## config.mk

```make
export PLATFORM = sky130hd
export DESIGN_NAME = rns_mrc_to_int
export DESIGN_NICKNAME = d
export VERILOG_FILES = /design/src/rtl/rns_mrc_to_int.sv
export SDC_FILE = /design/constraint.sdc
export NUM_CORES = 2
export LEC_CHECK = 0
export ABC_AREA = 1
export BUFFER_PORTS_ARGS = -buffer_cell sky130_fd_sc_hd__buf_2
export CORE_AREA = 4 4 320 228
export CTS_BUF_LIST = sky130_fd_sc_hd__clkbuf_8
export DETAILED_ROUTE_END_ITERATION = 10
export DIE_AREA = 0 0 324 232
export PLACE_DENSITY = 0.65
export SETUP_SLACK_MARGIN = 0.02
export SLEW_MARGIN = 15
export SYNTH_ARGS = -nofsm -noshare
export SYNTH_HDL_FRONTEND = slang
export SYNTH_SLANG_ARGS = --single-unit
```

## constraint.sdc

```tcl
create_clock -name clk -period 27.5 [get_ports clk]
set_input_delay 0 -clock clk [delete_from_list [all_inputs] [get_ports clk]]
set_output_delay 0 -clock clk [all_outputs]
set_load 0.02 [all_outputs]
```

## src/rtl/rns_mrc_to_int.sv

```systemverilog
// rns_mrc_to_int: sequential RNS->binary converter (mixed-radix conversion + Horner), 6 clocks/word.
// Ports: clk, rst_n (async low), in_valid/in_ready/in_rns[31:0] {r3,r2,r1,r0}, out_valid/out_ready/out_data[31:0].
// Option: define SIGNED_OUT_EN for a symmetric two's-complement result.
module rns_mrc_to_int #(
  parameter int unsigned M0 = 233,
  parameter int unsigned M1 = 239,
  parameter int unsigned M2 = 241,
  parameter int unsigned M3 = 251
) (
  input  logic        clk,
  input  logic        rst_n,
  input  logic        in_valid,
  output logic        in_ready,
  input  logic [31:0] in_rns,
  output logic        out_valid,
  input  logic        out_ready,
  output logic [31:0] out_data
);

  function automatic int unsigned modinv(
    input int unsigned a,
    input int unsigned m
  );
    int unsigned r;
    r = 0;
    for (int unsigned x = 1; x < m; x++) begin
      if (r == 0 && ((a % m) * x) % m == 1) r = x;
    end
    return r;
  endfunction

  localparam logic [8:0] W0 = 9'(M0);
  localparam logic [8:0] W1 = 9'(M1);
  localparam logic [8:0] W2 = 9'(M2);
  localparam logic [8:0] W3 = 9'(M3);

  localparam logic [7:0] I01 = 8'(modinv(M0, M1));
  localparam logic [7:0] I02 = 8'(modinv(M0, M2));
  localparam logic [7:0] I03 = 8'(modinv(M0, M3));
  localparam logic [7:0] I12 = 8'(modinv(M1, M2));
  localparam logic [7:0] I13 = 8'(modinv(M1, M3));
  localparam logic [7:0] I23 = 8'(modinv(M2, M3));

  localparam logic [63:0] MT = 64'(M0) * 64'(M1) * 64'(M2) * 64'(M3);
  localparam logic [63:0] HT = (MT + 64'd1) >> 1;
  localparam logic [31:0] MM = MT[31:0];
  localparam logic [31:0] HALF = HT[31:0];

  // One MRC lane update: ((rj - rk) mod mj) * inv mod mj.
  // rk comes from a smaller-or-equal modulus lane, so one
  // subtraction brings it into range of mj.
  function automatic logic [7:0] mstep(
    input logic [7:0] rj,
    input logic [7:0] rk,
    input logic [8:0] mj,
    input logic [7:0] iv
  );
    logic [8:0]  a;
    logic [8:0]  b;
    logic [8:0]  d;
    logic [15:0] p;
    a = {1'b0, rk};
    if (a >= mj) a = a - mj;
    b = {1'b0, rj};
    d = (b >= a) ? b - a : b + mj - a;
    p = d[7:0] * iv;
    return 8'(p % {7'd0, mj});
  endfunction

  function automatic logic [7:0] red(
    input logic [7:0] v,
    input logic [8:0] m
  );
    logic [8:0] w;
    w = {1'b0, v};
    if (w >= m) w = w - m;
    return w[7:0];
  endfunction

  typedef enum logic [1:0] {
    IDLE,
    MRC,
    HORNER,
    OUT
  } state_t;

  state_t      state;
  state_t      state_n;
  logic [1:0]  step;
  logic [1:0]  step_n;
  logic        accept;
  logic [7:0]  r0;
  logic [7:0]  r1;
  logic [7:0]  r2;
  logic [7:0]  r3;
  logic [31:0] acc;
  logic [31:0] fin;
  logic [31:0] res;

  always_comb begin
    state_n  = state;
    step_n   = 2'd0;
    in_ready = 1'b0;
    unique case (1'b1)
      (state == IDLE): begin
        in_ready = 1'b1;
        if (in_valid) state_n = MRC;
      end
      (state == MRC): begin
        step_n = step + 2'd1;
        if (step == 2'd2) begin
          step_n  = 2'd0;
          state_n = HORNER;
        end
      end
      (state == HORNER): begin
        step_n = step + 2'd1;
        if (step == 2'd2) begin
          step_n  = 2'd0;
          state_n = OUT;
        end
      end
      (state == OUT): begin
        in_ready = out_ready;
        if (out_ready) state_n = in_valid ? MRC : IDLE;
      end
      default: state_n = IDLE;
    endcase
    accept = in_valid & in_ready;
  end

  // Final Horner step; the signed fold shares the same cycle.
  always_comb begin
    fin = {24'd0, r0} + 32'(M0) * acc;
`ifdef SIGNED_OUT_EN
    res = (fin >= HALF) ? fin - MM : fin;
`else
    res = fin;
`endif
  end

  always_ff @(posedge clk or negedge rst_n) begin
    if (!rst_n) begin
      state <= IDLE;
      step  <= 2'd0;
    end else begin
      state <= state_n;
      step  <= step_n;
    end
  end

  always_ff @(posedge clk or negedge rst_n) begin
    if (!rst_n) begin
      r0        <= 8'd0;
      r1        <= 8'd0;
      r2        <= 8'd0;
      r3        <= 8'd0;
      acc       <= 32'd0;
      out_valid <= 1'b0;
      out_data  <= 32'd0;
    end else begin
      if (state == OUT && out_ready) out_valid <= 1'b0;
      if (accept) begin
        r0 <= red(in_rns[7:0], W0);
        r1 <= red(in_rns[15:8], W1);
        r2 <= red(in_rns[23:16], W2);
        r3 <= red(in_rns[31:24], W3);
      end
      if (state == MRC) begin
        unique case (step)
          2'd0: begin
            r1 <= mstep(r1, r0, W1, I01);
            r2 <= mstep(r2, r0, W2, I02);
            r3 <= mstep(r3, r0, W3, I03);
          end
          2'd1: begin
            r2 <= mstep(r2, r1, W2, I12);
            r3 <= mstep(r3, r1, W3, I13);
          end
          default: begin
            r3  <= mstep(r3, r2, W3, I23);
            acc <= {24'd0, mstep(r3, r2, W3, I23)};
          end
        endcase
      end
      if (state == HORNER) begin
        unique case (step)
          2'd0: acc <= {24'd0, r2} + 32'(M2) * acc;
          2'd1: acc <= {24'd0, r1} + 32'(M1) * acc;
          default: begin
            acc       <= fin;
            out_data  <= res;
            out_valid <= 1'b1;
          end
        endcase
      end
    end
  end

endmodule

```

-- Word-level counts from Yosys, hierarchy flattened
Cells that the tools add are included.
- input port bits: 36
- register bits after elaboration: 101
- output and inout bits: 34
- logic and storage cells: 144
- $mul: 9
- divide/modulo/power cells: 6
- $lt $le $gt $ge: 16
- bitwise operators: 2
- equal/unequal tests: 10
- reductions and logical operators: 10
- $add $sub $neg: 29
- muxes and demuxes: 53
- operator list (operator ; count):
    $mux W9 ; 18
    $mux W8 ; 17
    $add A8 B32 Y32 ; 3
    $mul A8 B32 Y32 const A ; 3
    $mux W32 ; 3
    $sub A8 B8 Y8 ; 12
    $ge A8 B8 Y1 const B ; 10
    $pmux W32 S2 ; 1
    $ge A8 B9 Y1 ; 6
    $sub A8 B8 Y9 const B ; 6
    $mod A16 B8 Y16 const B ; 3
    $mod A13 B8 Y16 const B ; 2
    $mul A8 B8 Y16 const B ; 2
    $pmux W8 S2 ; 2
    $sub A8 B8 Y8 const B ; 4
    $add A8 B8 Y8 const B ; 3
    $mul A8 B4 Y12 const B ; 2
    $mod A15 B8 Y16 const B ; 1
    $mul A8 B7 Y15 const B ; 1
    $mul A8 B5 Y13 const B ; 1
    $mux W2 ; 6
    $pmux W2 S4 ; 1
    $eq A2 B2 Y1 const B ; 3
    $ne A2 B2 Y1 const B ; 3
    13 further kinds ; 22

-- Logic depth before layout (Yosys ltp)
- depth after elaboration: 11
- gate-level depth with buffers: 107

-- Worst setup path before layout
No wires, ideal clock.
- kind: flip-flop to flip-flop
- start point: register r0[0]
- end point: register r3[3]
- cell stages (with the launch flop): 94
- slack: 14.317 ns
- arrival: 13.066 ns
- library setup time: 0.116 ns
- required time: 27.384 ns
- path through: dfrtp_1 clkbuf_1 inv_1 ha_1 o21ai_0 ha_1 a21boi_0 o21ai_0 a21boi_0 o21a_1 o21ai_0 nand2_1 a21oi_1 nor2_1 o22ai_1 clkbuf_1 o21ai_0 fa_1 (+58 left out) nand3b_1 nand2_1 inv_2 a21oi_4 nand3_1 and2_1 ha_1 inv_1 nand3_2 nand2_4 o21bai_4 buf_6 nand2_1 nand2_1 nand3_1 nand2_1 nand2_1 nand2_1
- longest elaborated chain between the ends: 10
- elaborated cells between the ends (all ways): 13
- RTL lines (element ; RTL line ; source):
    start: declaration ; 92 ; logic [7:0] r0;
    start signal: assignment ; 164 ; r0 <= red(in_rns[7:0], W0);
    $sub A8 B8 Y9 / $ge A8 B8 Y1 (equally long branches) ; 63 ; if (a >= mj) a = a - mj;
    $mux W9 (*) ; 63 ;
    $mux W9 (*) ; 170 ; unique case (step)
    $mux W9 (*) ; 169 ; if (state == MRC) begin
    $sub A8 B8 Y8 / $ge A8 B9 Y1 (equally long branches) ; 65 ; d = (b >= a) ? b - a : b + mj - a;
    $mux W8 (*) ; 65 ;
    $mul A8 B8 Y16 (*) ; 66 ; p = d[7:0] * iv;
    $mod A16 B8 Y16 (*) ; 67 ; return 8'(p % {7'd0, mj});
    $pmux W8 S2 (*) ; 170 ;
    $mux W8 (*) ; 169 ;
    end signal: assignment ; 167 ; r3 <= red(in_rns[31:24], W3);
    end signal: assignment ; 174 ; r3 <= mstep(r3, r0, W3, I03);
    end signal: assignment ; 178 ; r3 <= mstep(r3, r1, W3, I13);
    end: declaration ; 95 ; logic [7:0] r3;
Mark *: on every way between the ends. The rest lies on a longest branch, timed or not. The select of a mux whose other input is x is not followed.
A chain may end at the register's enable or synchronous reset.

-- Final worst setup path
- start point: register r0[7]
- end point: register r3[1]
The elaborated chain is that of the path after synthesis.

==> results_dict.tcl <==
set metrics [dict create \
    cp-end-kind "flop" \
    row_count 81 \
    outcome "complete, no violations" \
    path_class "flop to flop" \
    cpMostUsedCell "nand2_1" \
    cts_inserted_buffers 9 \
    design.core.area_mm2 0.0695 \
    worstMarginPinSlew_ns 1.04 \
    slew_violations 0 \
    syn_inst 4832 \
    drive_above_1_share_pct 8.73 \
    io_buffers 69 \
    die_width_um 324 \
    max_freq_mhz 65.2 \
    nets 5799 \
    cts_buffer_depth 2 \
    syn_avg_cell_area_um2 7.16 \
    min_from "in_rns[25]" \
    r2r_slack_ns 12.16 \
    first_iter_violations 2318 \
    place.gp.congestion 0.950 \
    slew_headroom_pct 30.3 \
    final_util_pct 52.4 \
    syn_area_mm2 0.0346 \
    grt_use_total_pct 24.4 \
    whs_endpoint "r3[1]" \
    cts_sinks 101 \
    layout_common_cells "nand2_1, inv_1, ha_1" \
    start_util_pct 49.8 \
    synth-seq-area-share_pct 7.30 \
    post-cts-setup-buffers 0 \
    wl_per_cell_um 15.5 \
    fillers 6926 \
    final_common_cell "nand2_1" \
    syn_nets 5723 \
    cp-start-kind "flop" \
    fin_crit_sh_pct 55.8 \
    finalHoldViolations 0 \
    overflow 0 \
    cp_slowest_cell "o22ai_1" \
    cp_max_fo 15 \
    async_flop_share_pct 100 \
    r2r-end "r3[1]" \
    clkTransAtPathRegs_ns 0.14 \
    max_stage_delay_ns 0.74 \
    hold_class "input pin to flop" \
    dieArea_mm2 0.0752 \
    cts_tree "done" \
    synth_cell_types 76 \
    stdcell_area_mm2 0.0364 \
    placed_area_mm2 0.0360 \
    maxCapViolations 0 \
    grt_pass1_vias 28800 \
    antenna_found_initial 3 \
    ys.flop_type "dfrtp_1" \
    fin_crit_ns 15.34 \
    drtAntennaViolNets 0 \
    worstRegToRegCells 93 \
    grt_first_pass_wirelength_um 150000 \
    hpwl_um 77000 \
    required_ns 27.89 \
    drc 0 \
    cp.arrival_ns 15.73 \
    worstHoldPathCells 5 \
    rsz0062_at_grt "false" \
    vias_per_cell 5.26 \
    setup_tns_ns 0 \
    cts-root-buf "clkbuf_8" \
    vias 30600 \
    drt_wl_total_um 90100 \
    fin_skew_ns 0.0320 \
    reg2reg_from "r0[7]" \
    clk-insertion-delay-late_ns 0.46 \
    cts_max_level 3 \
    yosys_warnings 0 \
    dr.pass1.iters 6 \
    ioPinCount 70 \
    synth-edff-count 0 \
    ys_ff_latch 101 \
    finalSetupViolCount 0 \
    area_growth_syn_to_layout_pct 5.29 \
    grt_max_degree 67 \
    die_h_um 232 \
    hold_ws_ns 0.0646 \
]
==> cell families after synthesis <==
family	share of synthesized area [%]
xor gates and xnor gates	5.53
adders and majority gates	38.1
and+or+nand+nor	27.0
AOI/OAI and AO/OA	11.3
DFF	7.30
buffers and inverters	10.8
==> metal layers <==
metal  routed length (um)  track usage, %
met1                47300            39.3
met2                35400            34.6
met3                 6550            4.24
met4                  785            2.63
met5                   40               0
==> per-stage QoR <==
step / cells / setup WS, ns
global route: 5826 / 10.47
detailed placement: 5785 / 12.33
CTS: 5826 / 12.29
finish: 5827 / 12.16
global placement: 5785 / 12.75
floorplan: 4832 / 14.32
==> worst max-delay path by stage <==
stage                from     to  slack, ns  cells past startpoint
finish              r0[7]  r3[1]      12.16                     93
global route        r0[7]  r3[1]      10.47                     91
CTS                 r0[7]  r3[1]      12.29                     93
detailed placement  r0[7]  r3[0]      12.33                     93
global placement    r0[7]  r3[0]      12.75                     93
floorplan           r0[0]  r3[3]      14.32                     93
==> cells in the mapped netlist (34+ instances only) <==
library cell	instances	area share, %
nand2_1	1067	12
inv_1	879	9.5
ha_1	524	19
fa_1	331	19
nand3_1	318	4.6
nor2_1	268	2.9
a21oi_1	226	3.3
o21ai_0	220	3.2
xor2_1	148	3.7
nand2_2	109	2.0
dfrtp_1	101	7.3
xnor2_1	65	1.6
nand4_1	46	0.83
inv_2	45	0.49
o21ai_1	37	0.54
clkbuf_1	34	0.37
==> flip-flops by register name (all words and copies together), names as in the netlist <==
| register | count |
|---|---|
| r2 | 8 |
| r1 | 8 |
| out_valid | 1 |
| step | 2 |
| acc | 32 |
| out_data | 32 |
| r0 | 8 |
| r3 | 8 |
| state | 2 |
==> critical path: cells and delay by family (launching register included) <==
kind,cells,cell delay (ns)
xor gates and xnor gates,2,0.77
buffers and inverters,11,0.91
AOI/OAI and AO/OA,16,3.43
DFF,1,0.47
and+or+nand+nor,54,6.16
adders and majority gates,10,3.52
==> final cells by class <==
cell class,instances,area (um^2),share of cell area [%]
multi-input cells,3752,28300,77.8
clock buffers,9,124,0.340
clock inverters,7,66.3,0.182
repair buffers,111,726,1.99
inverters,933,3500,9.62
well taps,913,1140,3.13
flip-flops and latches,101,2530,6.94
diodes,1,2.50,0.00687
==> repair_timing <==
item | in CTS | in global routing
setup endpoints to repair | 0 | 0
endpoints found under the hold margin | 57 | 0
gates resized for setup | 0 | 0
hold buffers | 25 | 0
Power is left out: the tool's default activity adds up to more than one toggle a clock period on the data nets, which glitch-free logic cannot reach.
